--- config.mk ---
export PLATFORM = sky130hd
export DESIGN_NAME = wb_trace_buffer
export DESIGN_NICKNAME = d
export VERILOG_FILES = /design/src/rtl/wb_trace_buffer_pkg.sv /design/src/rtl/wb_trace_buffer_ring.sv /design/src/rtl/wb_trace_buffer.sv
export SDC_FILE = /design/constraint.sdc
export NUM_CORES = 1
export LEC_CHECK = 0
export BUFFER_PORTS_ARGS = -buffer_cell sky130_fd_sc_hd__buf_2
export CAP_MARGIN = 10
export CELL_PAD_IN_SITES_DETAIL_PLACEMENT = 1
export CELL_PAD_IN_SITES_GLOBAL_PLACEMENT = 1
export CORE_ASPECT_RATIO = 0.8
export CORE_UTILIZATION = 23
export CTS_BUF_LIST = sky130_fd_sc_hd__clkbuf_8
export DETAILED_ROUTE_END_ITERATION = 6
export PLACE_DENSITY_LB_ADDON = 0.12
export REMOVE_ABC_BUFFERS = 1
export SETUP_SLACK_MARGIN = 0.02
export SLEW_MARGIN = 20
export SYNTH_ARGS = -nofsm -noshare
export SYNTH_HDL_FRONTEND = slang
export SYNTH_SLANG_ARGS = --single-unit
--- constraint.sdc ---
create_clock -name clock -period 7.85 [get_ports clock]
set_input_delay 0.3925 -clock clock [delete_from_list [all_inputs] [get_ports clock]]
set_output_delay 0.3925 -clock clock [all_outputs]
set_load 0.05 [all_outputs]
--- src/rtl/wb_trace_buffer_pkg.sv ---
// Shared encodings for the trace buffer: FSM states, entry field widths, channel ids.
package wb_trace_buffer_pkg;

  typedef enum logic [1:0] {
    S_IDLE      = 2'd0,
    S_ARMED     = 2'd1,
    S_TRIGGERED = 2'd2,
    S_DONE      = 2'd3
  } state_t;

  localparam int CH_W   = 3;
  localparam int MAX_CH = 8;

  localparam logic [CH_W-1:0] CH_REGWB = 3'd0;
  localparam logic [CH_W-1:0] CH_DMEM  = 3'd1;

  function automatic logic [3:0] popcnt8(input logic [7:0] v);
    logic [3:0] n;
    n = '0;
    for (int i = 0; i < 8; i++) n = n + {3'b000, v[i]};
    return n;
  endfunction

endpackage

--- src/rtl/wb_trace_buffer_ring.sv ---
// Circular event store; head is the oldest entry, a full ring overwrites its oldest entry.
// Write and pop are never requested together by the top level; clear wins over both.
module trace_ring #(
  parameter int DEPTH = 16,
  parameter int W     = 8
) (
  input  logic                     clock,
  input  logic                     reset,
  input  logic                     i_clr,
  input  logic                     i_wr,
  input  logic                     i_pop,
  input  logic [W-1:0]             i_wdat,
  output logic [W-1:0]             o_head,
  output logic [$clog2(DEPTH):0]   o_count
);
  localparam int PTR_W = $clog2(DEPTH);
  localparam logic [PTR_W:0] CNT_FULL = (PTR_W + 1)'(DEPTH);

  logic [W-1:0]     r_mem [DEPTH];
  logic [PTR_W-1:0] r_wr_ptr;
  logic [PTR_W:0]   r_count;
  logic [PTR_W-1:0] w_head_idx;

  // When full, count's low bits are zero so the head lands on wr_ptr (the oldest slot).
  assign w_head_idx = r_wr_ptr - r_count[PTR_W-1:0];
  assign o_head     = r_mem[w_head_idx];
  assign o_count    = r_count;

  always_ff @(posedge clock) begin
    if (i_wr && !i_clr) r_mem[r_wr_ptr] <= i_wdat;
  end

  always_ff @(posedge clock or negedge reset) begin
    if (!reset) begin
      r_wr_ptr <= '0;
      r_count  <= '0;
    end else if (i_clr) begin
      r_wr_ptr <= '0;
      r_count  <= '0;
    end else if (i_wr) begin
      r_wr_ptr <= r_wr_ptr + PTR_W'(1);
      if (r_count != CNT_FULL) r_count <= r_count + (PTR_W + 1)'(1);
    end else if (i_pop && (r_count != '0)) begin
      r_count <= r_count - (PTR_W + 1)'(1);
    end
  end

endmodule

--- src/rtl/wb_trace_buffer.sv ---
// Triggerable trace capture over NUM_CH write-event channels, drained oldest-first.
// FSM, lowest-channel arbitration, timestamp and drop counters; storage lives in trace_ring.
module wb_trace_buffer
  import wb_trace_buffer_pkg::*;
#(
  parameter int DATA_W  = 32,
  parameter int ADDR_W  = 12,
  parameter int DEPTH   = 16,
  parameter int NUM_CH  = 2,
  parameter int TS_W    = 16,
  parameter int POST    = 4,
  parameter int TIMEOUT = 100
) (
  input  logic                     clock,
  input  logic                     reset,
  input  logic                     arm,
  input  logic                     trig_pc_en,
  input  logic [ADDR_W-1:0]        trig_pc,
  input  logic [ADDR_W-1:0]        pc,
  input  logic [NUM_CH-1:0]        ev_valid,
  input  logic [NUM_CH*ADDR_W-1:0] ev_addr,
  input  logic [NUM_CH*DATA_W-1:0] ev_data,
  output logic                     rd_valid,
  input  logic                     rd_ready,
  output logic [CH_W-1:0]          rd_ch,
  output logic [TS_W-1:0]          rd_ts,
  output logic [ADDR_W-1:0]        rd_addr,
  output logic [DATA_W-1:0]        rd_data,
  output logic [1:0]               state,
  output logic                     triggered,
  output logic                     timed_out,
  output logic [7:0]               dropped
);
  localparam int ENT_W = CH_W + TS_W + ADDR_W + DATA_W;
  localparam int CNT_W = $clog2(DEPTH) + 1;
  localparam int PL_W  = (POST < 1) ? 1 : $clog2(POST + 1);
  localparam logic [PL_W-1:0] POST_L     = PL_W'(POST);
  localparam logic [TS_W-1:0] TIMEOUT_TS = TS_W'(TIMEOUT - 1);

  state_t             r_state, w_state_nxt;
  logic [TS_W-1:0]    r_ts;
  logic [PL_W-1:0]    r_post_left, w_post_nxt;
  logic               r_triggered, r_timed_out;
  logic [7:0]         r_dropped;

  logic               w_any, w_active, w_capture, w_trig_hit, w_timeout_hit, w_pop;
  logic [CH_W-1:0]    w_sel;
  logic [ADDR_W-1:0]  w_sel_addr;
  logic [DATA_W-1:0]  w_sel_data;
  logic [MAX_CH-1:0]  w_ev8;
  logic [3:0]         w_pop_cnt;
  logic [8:0]         w_drop_sum;
  logic [ENT_W-1:0]   w_wdat, w_head;
  logic [CNT_W-1:0]   w_count;

  // Scan high to low so the lowest-index valid channel is the one left selected.
  always_comb begin
    w_sel      = CH_REGWB;
    w_any      = 1'b0;
    w_sel_addr = '0;
    w_sel_data = '0;
    for (int i = NUM_CH - 1; i >= 0; i--) begin
      if (ev_valid[i]) begin
        w_sel      = CH_W'(i);
        w_any      = 1'b1;
        w_sel_addr = ev_addr[i*ADDR_W +: ADDR_W];
        w_sel_data = ev_data[i*DATA_W +: DATA_W];
      end
    end
  end

  always_comb begin
    w_ev8 = '0;
    w_ev8[NUM_CH-1:0] = ev_valid;
  end

  assign w_pop_cnt  = popcnt8(w_ev8);
  assign w_drop_sum = {1'b0, r_dropped} + {5'b00000, w_pop_cnt} - 9'd1;
  assign w_active   = (r_state == S_ARMED) || (r_state == S_TRIGGERED);
  assign w_capture  = w_active && w_any;
  assign w_wdat     = {w_sel, r_ts, w_sel_addr, w_sel_data};

  always_ff @(posedge clock or negedge reset) begin
    if (!reset) r_state <= S_IDLE;
    else        r_state <= w_state_nxt;
  end

  always_comb begin
    w_state_nxt   = r_state;
    w_post_nxt    = r_post_left;
    w_trig_hit    = 1'b0;
    w_timeout_hit = 1'b0;
    if (w_active) begin
      w_timeout_hit = (r_ts == TIMEOUT_TS);
      if (r_state == S_ARMED) begin
        if (trig_pc_en && (pc == trig_pc)) begin
          w_trig_hit  = 1'b1;
          w_post_nxt  = POST_L;
          w_state_nxt = (POST == 0) ? S_DONE : S_TRIGGERED;
        end
      end else if (w_any) begin
        w_post_nxt = r_post_left - PL_W'(1);
        if (r_post_left == PL_W'(1)) w_state_nxt = S_DONE;
      end
      if (w_timeout_hit) w_state_nxt = S_DONE;
    end
    if (arm) w_state_nxt = S_ARMED;
  end

  always_ff @(posedge clock or negedge reset) begin
    if (!reset) begin
      r_ts        <= '0;
      r_post_left <= '0;
      r_triggered <= 1'b0;
      r_timed_out <= 1'b0;
      r_dropped   <= '0;
    end else if (arm) begin
      r_ts        <= '0;
      r_post_left <= '0;
      r_triggered <= 1'b0;
      r_timed_out <= 1'b0;
      r_dropped   <= '0;
    end else begin
      if (w_active && (r_ts != '1)) r_ts <= r_ts + TS_W'(1);
      if (w_capture) r_dropped <= w_drop_sum[8] ? 8'hFF : w_drop_sum[7:0];
      if (w_trig_hit) r_triggered <= 1'b1;
      if (w_timeout_hit) r_timed_out <= 1'b1;
      r_post_left <= w_post_nxt;
    end
  end

  assign rd_valid = (r_state == S_DONE) && (w_count != '0);
  assign w_pop    = rd_valid && rd_ready && !arm;

  trace_ring #(
    .DEPTH (DEPTH),
    .W     (ENT_W)
  ) u_ring (
    .clock   (clock),
    .reset   (reset),
    .i_clr   (arm),
    .i_wr    (w_capture),
    .i_pop   (w_pop),
    .i_wdat  (w_wdat),
    .o_head  (w_head),
    .o_count (w_count)
  );

  assign {rd_ch, rd_ts, rd_addr, rd_data} = w_head;
  assign state     = r_state;
  assign triggered = r_triggered;
  assign timed_out = r_timed_out;
  assign dropped   = r_dropped;

endmodule
==> results of run 1 <==
-- timing repair --
item                                    in CTS  in global routing
endpoints found under the hold margin       54                  0
hold buffers                                 6                  0
endpoints found under the setup margin       0                  0
-- per-stage QoR --
step                util [%]  total power, µW  worst slack [ns]
finish                  27.2            20300              2.23
global route            27.2            21400              1.86
CTS                     27.2            20900              1.89
detailed placement      25.3            16200              2.95
global placement        25.3            16200              2.90
floorplan                  -            13800             -4.05
-- cell families after synthesis --
family	Yosys count	synth area share [%]
AO/OA/AOI/OAI	107	2.05
multiplexers	431	18.2
flip-flops	1016	74.8
XOR/XNOR	44	0.970
AND/OR/NAND/NOR	103	1.45
buffers and inverters	119	1.60
other	1	0.00926
adder cells (fa/ha/maj)	27	0.890
-- registers in the layout, indices dropped and copies added, names as in the netlist --
signal / cells
u_ring.r_mem: 976
r_ts: 16
dropped: 8
u_ring.o_count: 5
u_ring.r_wr_ptr: 4
r_post_left: 3
state: 2
timed_out: 1
triggered: 1
-- path summary, 6_finish.rpt --
| kind | start | end | slack, ns | cells after the start |
|---|---|---|---|---|
| max | u_ring.r_wr_ptr[0] | rd_ts[0] | 2.23 | 8 |
| min | reset | state[0] | 0.08 | 2 |
| max reg2reg | state[0] | u_ring.r_mem[4][9] | 3.55 | 6 |
| min reg2reg | timed_out | timed_out | 0.52 | 2 |
| max in group asynchronous | reset | r_ts[4] | 7.32 | 2 |
| min in group clock | ev_valid[1] | u_ring.r_wr_ptr[1] | 0.19 | 4 |
-- layer usage --
metal / share of wire, % / vias up / track usage [%]
li1: - / 8438 / -
met1: 47 / 10707 / 17.7
met2: 47 / 394 / 21.1
met3: 4.1 / 193 / 2.97
met4: 2.0 / 0 / 3.69
met5: 0 / - / 0
-- report_power, final --
group	switching (µW)	leakage (µW)	internal, µW
clock	2270	0.00185	2290
combinational	6330	0.00465	3240
sequential	70.7	0.00947	6070
-- cell type report --
cell class,count,area [µm²]
fillers,17893,127000
inverters,24,90.1
clock buffers,181,2490
repair buffers,236,1370
multi-input cells,714,9650
well taps,2293,2870
clock inverters,145,769
flip-flops and latches,1016,30300
diodes,4,10.0
-- cells in the final DEF, fill, tap and decap left out, types with 9 or more instances in the layout --
cell type and n:
buf_2 190, and2_4 11, xnor2_1 19, clkbuf_8 181, mux4_2 244, mux2i_1 187
buf_4 35, clkinv_2 23, a22o_1 44, nor2_1 30, nand2_1 13, ha_1 23
inv_1 76, clkinv_1 51, a21oi_1 14, edfxtp_1 976, dfrtp_1 40, xor2_1 23
o21ai_0 9
-- critical path, cell delays in order, from the launching register on --
cell	delay (ns)
dfrtp_1	0.44
inv_1	0.14
ha_4	0.19
fa_4	1.45
buf_4	0.84
mux4_2	0.42
mux2i_1	0.29
mux2i_1	0.21
buf_2	0.26
==> impl_metrics.env, run 1 <==
export IMPL_final_area_um2=47600
export IMPL_finalSetupTns_ns=0
export IMPL_synth_warnings=0
export IMPL_synth_seq_cells=1016
export IMPL_ys_types=56
export IMPL_setup_viol=0
export IMPL_endpoint_kind="output port"
export IMPL_synth_flop_cell="edfxtp_1"
export IMPL_vias_per_cell=4.28
export IMPL_synth_top_area_cell="edfxtp_1"
export IMPL_power_density_nw_per_um2=426
export IMPL_leakagePower_uw=0.0160
export IMPL_synth_area_top_cells="edfxtp_1, mux4_2, mux2i_1"
export IMPL_antenna_found_initial=2
export IMPL_period_needed_ns=5.62
export IMPL_path_clk_slew_ns=0.06
export IMPL_cts_resized=0
export IMPL_rows=137
export IMPL_area_growth_syn_to_layout_pct=17.4
export IMPL_instances_no_fill=4613
export IMPL_seq_area_frac_synth_pct=74.8
export IMPL_h_tree_depth=4
export IMPL_yosysMostFrequentCell="edfxtp_1"
export IMPL_fmax_ghz=0.178
export IMPL_async_flop_share_pct=3.94
export IMPL_netlist_area_um2=40500
export IMPL_finalHoldViolCount=0
export IMPL_syn_inst=1848
export IMPL_firstDrtPassIters=5
export IMPL_wire_per_inst_um=25.2
export IMPL_die_x_um=471
export IMPL_synth_edf_count=976
export IMPL_vdd_drop_max_uv=398
export IMPL_maxCapViolations=0
export IMPL_drtIter0Drc=920
export IMPL_synth_top_cells_by_count="edfxtp_1, mux4_2, mux2i_1"
export IMPL_worstPathArrival_ns=5.23
export IMPL_path_class="reg -> out"
export IMPL_vias=19732
export IMPL_rsz0062_at_grt="false"
export IMPL_worst_pin_slew_ns=1.09
export IMPL_ant_nets=0
export IMPL_dpl_instance_area_um2=44200
export IMPL_gp_congestion=0.679
export IMPL_die_h_um=377
export IMPL_initial_utilization_pct=23.2
export IMPL_grt_pass1_wl_um=165000
export IMPL_die_area_um2=178000
export IMPL_synth_top_cell_area_share_pct=72.4
export IMPL_layout_drive_gt1_share_pct=31.3
export IMPL_nNetsFinal=2319
export IMPL_io_pins=195
export IMPL_cts_setup_buffers=0
export IMPL_cp_required_ns=7.46
export IMPL_core_um2=175000
export IMPL_critPathLaunchType="flip-flop"
export IMPL_clockBufferDepth=3
export IMPL_post_route_drc_count=0
export IMPL_clock_latency_ns=0.89
export IMPL_portBuffers=192
export IMPL_ctsRootBufferMaster="clkbuf_8"
export IMPL_first_global_vias=22646
export IMPL_fin_skew_ns=0.0482
export IMPL_period_share_pct=71.7
export IMPL_cts_tree="done"
export IMPL_hp_class="in -> async"
export IMPL_dp_cells=4276
export IMPL_slew_violations=0
export IMPL_dp_hpwl_um=60800
export IMPL_holdWs_ns=0.0830
export IMPL_status="finished clean"
export IMPL_synth_area_per_cell_um2=21.9
export IMPL_cp_max_fo=54
export IMPL_grt_max_degree=96
export IMPL_cts_made_buffers=181
export IMPL_clkSinkCount=1016
export IMPL_maxSlewHeadroom_pct=27.1
export IMPL_track_usage_pct=13.1
export IMPL_overflow=0
export IMPL_wl_um=116000
Power figures use the tool's default switching activity.
==> inputs of run 2 (changes only) <==
==> constraint.sdc (replaced) <==
create_clock -name clock -period 5.8 [get_ports clock]
set_input_delay 0.29 -clock clock [delete_from_list [all_inputs] [get_ports clock]]
set_output_delay 0.29 -clock clock [all_outputs]
set_load 0.05 [all_outputs]
==> run 2 against run 1 <==
Net effect: clock power up 34%; cell count about the same; power up 36%; via count down 0.14%; non-clock buffer count up 29; first-iteration DRC count up 10%; final area up 0.58%; critical endpoint is now rd_ts[12]; clock skew up 0.012 ns; largest power group unchanged; sequential share of layout area down 0.37 points; critical path type unchanged.
==> impl_metrics.env, run 2 (synthesized netlist as in run 1, its figures left out) <==
export IMPL_r2r_start="state[1]"
export IMPL_intPower_uw=15800
export IMPL_top_layer="met4"
export IMPL_clock_latency_ns=0.90
export IMPL_grt_max_degree=70
export IMPL_cp_required_ns=5.51
export IMPL_track_usage_pct=12.7
export IMPL_area_growth_syn_to_layout_pct=18.1
export IMPL_rr_worst_depth=7
export IMPL_wire_per_inst_um=24.2
export IMPL_wl_um=112000
export IMPL_period_share_pct=86.1
export IMPL_largest_reg_flops=976
export IMPL_crit_path_frequent_cell="mux2i_1"
export IMPL_finalSetupTns_ns=0
export IMPL_post_route_drc_count=0
export IMPL_maxSlewHeadroom_pct=29.6
export IMPL_layout_drive_gt1_share_pct=31.6
export IMPL_final_area_um2=47800
export IMPL_grt_pass1_wl_um=161000
export IMPL_worst_pin_slew_ns=1.06
export IMPL_cts_tree="done"
export IMPL_finalHoldViolCount=0
export IMPL_rows=137
export IMPL_dp_cells=4291
export IMPL_final_common_cell="edfxtp_1"
export IMPL_hp_class="in -> reg"
export IMPL_cp_max_fo=43
export IMPL_clkPwrFrac_pct=22.2
export IMPL_hold_path_cell_count=2
export IMPL_whs_endpoint="u_ring.r_mem[12][43]"
export IMPL_status="finished clean"
export IMPL_clockBufferDepth=3
export IMPL_die_h_um=377
export IMPL_regMostFlops="u_ring.r_mem"
export IMPL_postLayoutSetupSlackWorst_ns=0.808
export IMPL_vias_per_cell=4.27
export IMPL_switching_power_uw=11800
export IMPL_r2r_end="u_ring.r_mem[3][24]"
export IMPL_seqPwrFrac_pct=30.1
export IMPL_firstDrtPassIters=4
export IMPL_cts_setup_buffers=0
export IMPL_ctsRootBufferMaster="clkbuf_8"
export IMPL_die_x_um=471
export IMPL_combPwrFrac_pct=47.6
export IMPL_instances_no_fill=4617
export IMPL_dp_hpwl_um=65300
export IMPL_path_clk_slew_ns=0.06
export IMPL_wl_met1_um=53500
export IMPL_clkSinkCount=1016
export IMPL_wl_met3_um=3730
export IMPL_setup_viol=0
export IMPL_power_density_nw_per_um2=576
export IMPL_mostFrequentLayoutCells="edfxtp_1, mux4_2, buf_2"
export IMPL_first_global_vias=22243
export IMPL_gp_congestion=0.690
export IMPL_leakagePower_uw=0.0161
export IMPL_nNetsFinal=2344
export IMPL_worstPathArrival_ns=4.70
export IMPL_swShare_pct=42.7
export IMPL_portBuffers=192
export IMPL_h_tree_depth=4
export IMPL_dpl_instance_area_um2=44400
export IMPL_critPathLaunchType="flip-flop"
export IMPL_reg2reg_slack_ns=1.79
export IMPL_hp_start="ev_addr[11]"
export IMPL_cts_made_buffers=177
export IMPL_cpMaxStageDelayCell="fa_4"
export IMPL_path_class="reg -> out"
export IMPL_endpoint_kind="output port"
export IMPL_overflow=0
export IMPL_worstPathCellList="inv_1, ha_4, fa_4, buf_12, mux4_2, mux2i_1, mux2i_1, buf_2"
export IMPL_rsz0062_at_grt="false"
export IMPL_cp_slowest_stage_delay_ns=1.16
export IMPL_slew_violations=0
export IMPL_period_needed_ns=4.99
export IMPL_initial_utilization_pct=23.2
export IMPL_drtIter0Drc=1012
export IMPL_maxCapViolations=0
export IMPL_wl_met2_um=52600
export IMPL_pre_cts_ws_ns=1.65
export IMPL_vdd_drop_max_uv=428
export IMPL_core_um2=175000
export IMPL_vias=19704
export IMPL_ant_nets=0
export IMPL_die_area_um2=178000
export IMPL_antenna_found_initial=3
export IMPL_fmax_ghz=0.200
export IMPL_io_pins=195
export IMPL_fin_skew_ns=0.0597
-- run 2: changes by cell type in the layout (fill, tap and decap cells not counted), sizes merged --
cell         previous run  this run
buf                   230       244
clkinvlp                7         2
dlygate4sd3             6        21
bufinv                  4         5
clkinv                 75        70
diode                   4         2
inv                    83        70
clkbuf                181       180
-- run 2: critical path: cells and delay by family, from the launching register on --
kind / cells / cell delay (ns)
fa+ha+maj: 2 / 1.35
buf+inv: 3 / 0.91
flops: 1 / 0.43
mux: 3 / 1.08
-- run 2: routing by layer --
| metal | global-route usage, % | vias up |
|---|---|---|
| met5 | 0 | - |
| met4 | 3.81 | 0 |
| met3 | 2.35 | 172 |
| met2 | 20.3 | 354 |
| met1 | 17.5 | 10708 |
| li1 | - | 8470 |
-- run 2: worst max path at each step --
stage / from / cells after the start / to
6_report: u_ring.r_wr_ptr[0] / 8 / rd_ts[12]
5_1_grt: u_ring.r_wr_ptr[0] / 8 / rd_ts[12]
4_1_cts: u_ring.r_wr_ptr[0] / 8 / rd_ts[12]
3_5_place_dp: state[1] / 7 / u_ring.r_mem[3][21]
3_3_place_gp: u_ring.r_wr_ptr[0] / 8 / rd_ts[12]
2_1_floorplan: u_ring.r_wr_ptr[0] / 5 / rd_addr[0]
-- run 2: layout make-up --
class / count / area, µm²
tap: 2293 / 2870
timing repair buffer: 265 / 1730
inverter: 24 / 90.1
sequential: 1016 / 30300
multi-input combinational: 714 / 9650
clock buffer: 180 / 2480
clock inverter: 123 / 707
fill: 17833 / 127000
antenna: 2 / 5.00
-- run 2: what timing repair did --
item	CTS	global route
endpoints found under the hold margin	131	40
hold buffers	20	1
gates resized for setup	0	0
-- run 2: power by group through the flow --
stage	Clock [µW]	Sequential [µW]	Combinational, µW
after floorplan	0	8510	8660
after global placement	0	8440	13600
after detailed placement	0	8450	13700
after CTS	6410	8300	13700
after global routing	6690	8310	14000
final	6120	8300	13100
-- run 2: stage by stage --
stage,hold WS (ns),total power [µW],util (%)
after floorplan,-0.00559,17200,-
after global placement,0.493,22100,25.4
after detailed placement,0.496,22100,25.4
after CTS,0.00175,28400,27.4
after global routing,0.0782,29000,27.4
final,0.133,27500,27.4
==> inputs of run 3 (changes only) <==
--- a/config.mk
+++ b/config.mk
@@ -5,14 +5,15 @@
 export SDC_FILE = /design/constraint.sdc
 export NUM_CORES = 1
 export LEC_CHECK = 0
-export BUFFER_PORTS_ARGS = -buffer_cell sky130_fd_sc_hd__buf_2
+export BUFFER_PORTS_ARGS = -buffer_cell sky130_fd_sc_hd__buf_4
 export CAP_MARGIN = 10
 export CELL_PAD_IN_SITES_DETAIL_PLACEMENT = 1
-export CELL_PAD_IN_SITES_GLOBAL_PLACEMENT = 1
+export CELL_PAD_IN_SITES_GLOBAL_PLACEMENT = 2
 export CORE_ASPECT_RATIO = 0.8
 export CORE_UTILIZATION = 23
 export CTS_BUF_LIST = sky130_fd_sc_hd__clkbuf_8
 export DETAILED_ROUTE_END_ITERATION = 6
+export GPL_ROUTABILITY_DRIVEN = 1
 export PLACE_DENSITY_LB_ADDON = 0.12
 export REMOVE_ABC_BUFFERS = 1
 export SETUP_SLACK_MARGIN = 0.02
==> run 3 against run 2 <==
Net effect: die area unchanged; highest routed layer unchanged; final area up 1.0%; power up 1.9%; core utilization up 0.28 points; critical endpoint is now rd_data[15].
==> impl_metrics.env, run 3 (synthesized netlist as in run 1, its figures left out) <==
export IMPL_regMostFlops="u_ring.r_mem"
export IMPL_largest_reg_flops=976
export IMPL_worst_pin_slew_ns=1.09
export IMPL_vias=19655
export IMPL_gp_congestion=0.674
export IMPL_drtIter0Drc=1075
export IMPL_hp_start="ev_addr[12]"
export IMPL_leakagePower_uw=0.0163
export IMPL_holdWs_ns=0.123
export IMPL_power_density_nw_per_um2=580
export IMPL_initial_utilization_pct=23.2
export IMPL_maxCapViolations=0
export IMPL_register_area_um2=30300
export IMPL_final_common_cell="edfxtp_1"
export IMPL_grt_max_degree=61
export IMPL_portBuffers=192
export IMPL_path_class="reg -> out"
export IMPL_slew_violations=0
export IMPL_setup_viol=0
export IMPL_die_h_um=377
export IMPL_path_clk_slew_ns=0.06
export IMPL_cp_max_fo=44
export IMPL_grt_pass1_wl_um=163000
export IMPL_die_area_um2=178000
export IMPL_period_needed_ns=4.98
export IMPL_first_global_vias=22477
export IMPL_hold_path_cell_count=2
export IMPL_dp_hpwl_um=64300
export IMPL_vias_per_cell=4.24
export IMPL_rr_worst_depth=7
export IMPL_fmax_ghz=0.201
export IMPL_wl_um=114000
export IMPL_hp_class="in -> reg"
export IMPL_critPathLaunchType="flip-flop"
export IMPL_h_tree_depth=4
export IMPL_worstPathCellList="inv_1, ha_4, fa_4, buf_12, buf_4, mux4_2, mux2i_1, mux2i_1, buf_4"
export IMPL_track_usage_pct=12.9
export IMPL_nNetsFinal=2342
export IMPL_antenna_found_initial=2
export IMPL_clockBufferDepth=3
export IMPL_worstPathArrival_ns=4.69
export IMPL_rsz0062_at_grt="false"
export IMPL_pre_cts_ws_ns=1.64
export IMPL_whs_endpoint="u_ring.r_mem[1][32]"
export IMPL_finalSetupTns_ns=0
export IMPL_multi_input_area_um2=9650
export IMPL_vdd_drop_max_uv=460
export IMPL_final_util_pct=27.7
export IMPL_post_route_drc_count=0
export IMPL_fin_skew_ns=0.0341
export IMPL_reg2reg_slack_ns=1.80
export IMPL_r2r_start="state[0]"
export IMPL_mostFrequentLayoutCells="edfxtp_1, mux4_2, buf_4"
export IMPL_finalHoldViolCount=0
export IMPL_firstDrtPassIters=4
export IMPL_overflow=0
export IMPL_fillers=17763
export IMPL_rows=137
export IMPL_period_share_pct=85.9
export IMPL_r2r_end="u_ring.r_mem[8][7]"
export IMPL_clock_latency_ns=0.88
export IMPL_layout_drive_gt1_share_pct=31.5
export IMPL_wire_per_inst_um=24.6
export IMPL_cpMaxStageDelayCell="fa_4"
export IMPL_ctsRootBufferMaster="clkbuf_8"
export IMPL_postLayoutSetupSlackWorst_ns=0.818
export IMPL_cp_slowest_stage_delay_ns=1.30
export IMPL_cts_setup_buffers=0
export IMPL_clkSinkCount=1016
export IMPL_die_x_um=471
export IMPL_worstSetupStartpoint="u_ring.r_wr_ptr[0]"
export IMPL_io_pins=195
export IMPL_endpoint_kind="output port"
export IMPL_cts_tree="done"
export IMPL_cts_made_buffers=177
export IMPL_core_um2=175000
export IMPL_cp_required_ns=5.51
export IMPL_area_growth_syn_to_layout_pct=19.3
export IMPL_maxSlewHeadroom_pct=27.5
export IMPL_status="finished clean"
export IMPL_dp_cells=4297
export IMPL_ant_nets=0
export IMPL_instances_no_fill=4635
run 3: area by class of cell:
type	instances	share of cell area, %
inverters	24	0.186
clock buffers	184	5.24
well taps	2293	5.94
multi-input cells	714	20.0
diodes	6	0.0311
flip-flops and latches	1016	62.7
clock inverters	135	1.33
repair buffers	263	4.60
run 3: worst max-delay path, delay by kind of cell, from the launching register on:
family | cells | cell delay (ns)
buffers and inverters | 4 | 1.09
muxes | 3 | 0.70
adders and majority gates | 2 | 1.49
DFF | 1 | 0.43
run 3: how the worst max path moves through the flow:
stage,end,slack [ns],cells past startpoint
2_1_floorplan,rd_addr[0],-6.00,5
3_3_place_gp,rd_data[15],1.68,9
3_5_place_dp,rd_data[15],1.64,9
4_1_cts,rd_data[15],0.62,9
5_1_grt,rd_data[15],0.52,9
6_report,rd_data[15],0.82,9
run 3: report_power, final:
| part | switching [µW] | internal [µW] | total, µW |
|---|---|---|---|
| clock | 3020 | 2990 | 6010 |
| combinational | 8690 | 5040 | 13700 |
| sequential | 89.4 | 8210 | 8300 |
| total | 11800 | 16200 | 28000 |
run 3: per-layer routing:
metal	global-route usage [%]	part of all wire (%)	vias up
met5	0	0	-
met4	3.82	1.9	0
li1	-	-	8482
met1	17.0	46	10636
met3	2.68	3.7	177
met2	21.1	48	360
run 3: what timing repair did:
item | 4_1_cts | 5_1_grt
hold endpoints to repair | 88 | 0
hold buffers | 13 | 0
resized for setup | 0 | 0
run 3: stage by stage:
step	cell area (µm²)	total power [µW]
floorplan	39900	17200
global placement	45000	22700
detailed placement	45000	22700
CTS	48300	28900
global route	48300	29500
finish	48300	28000
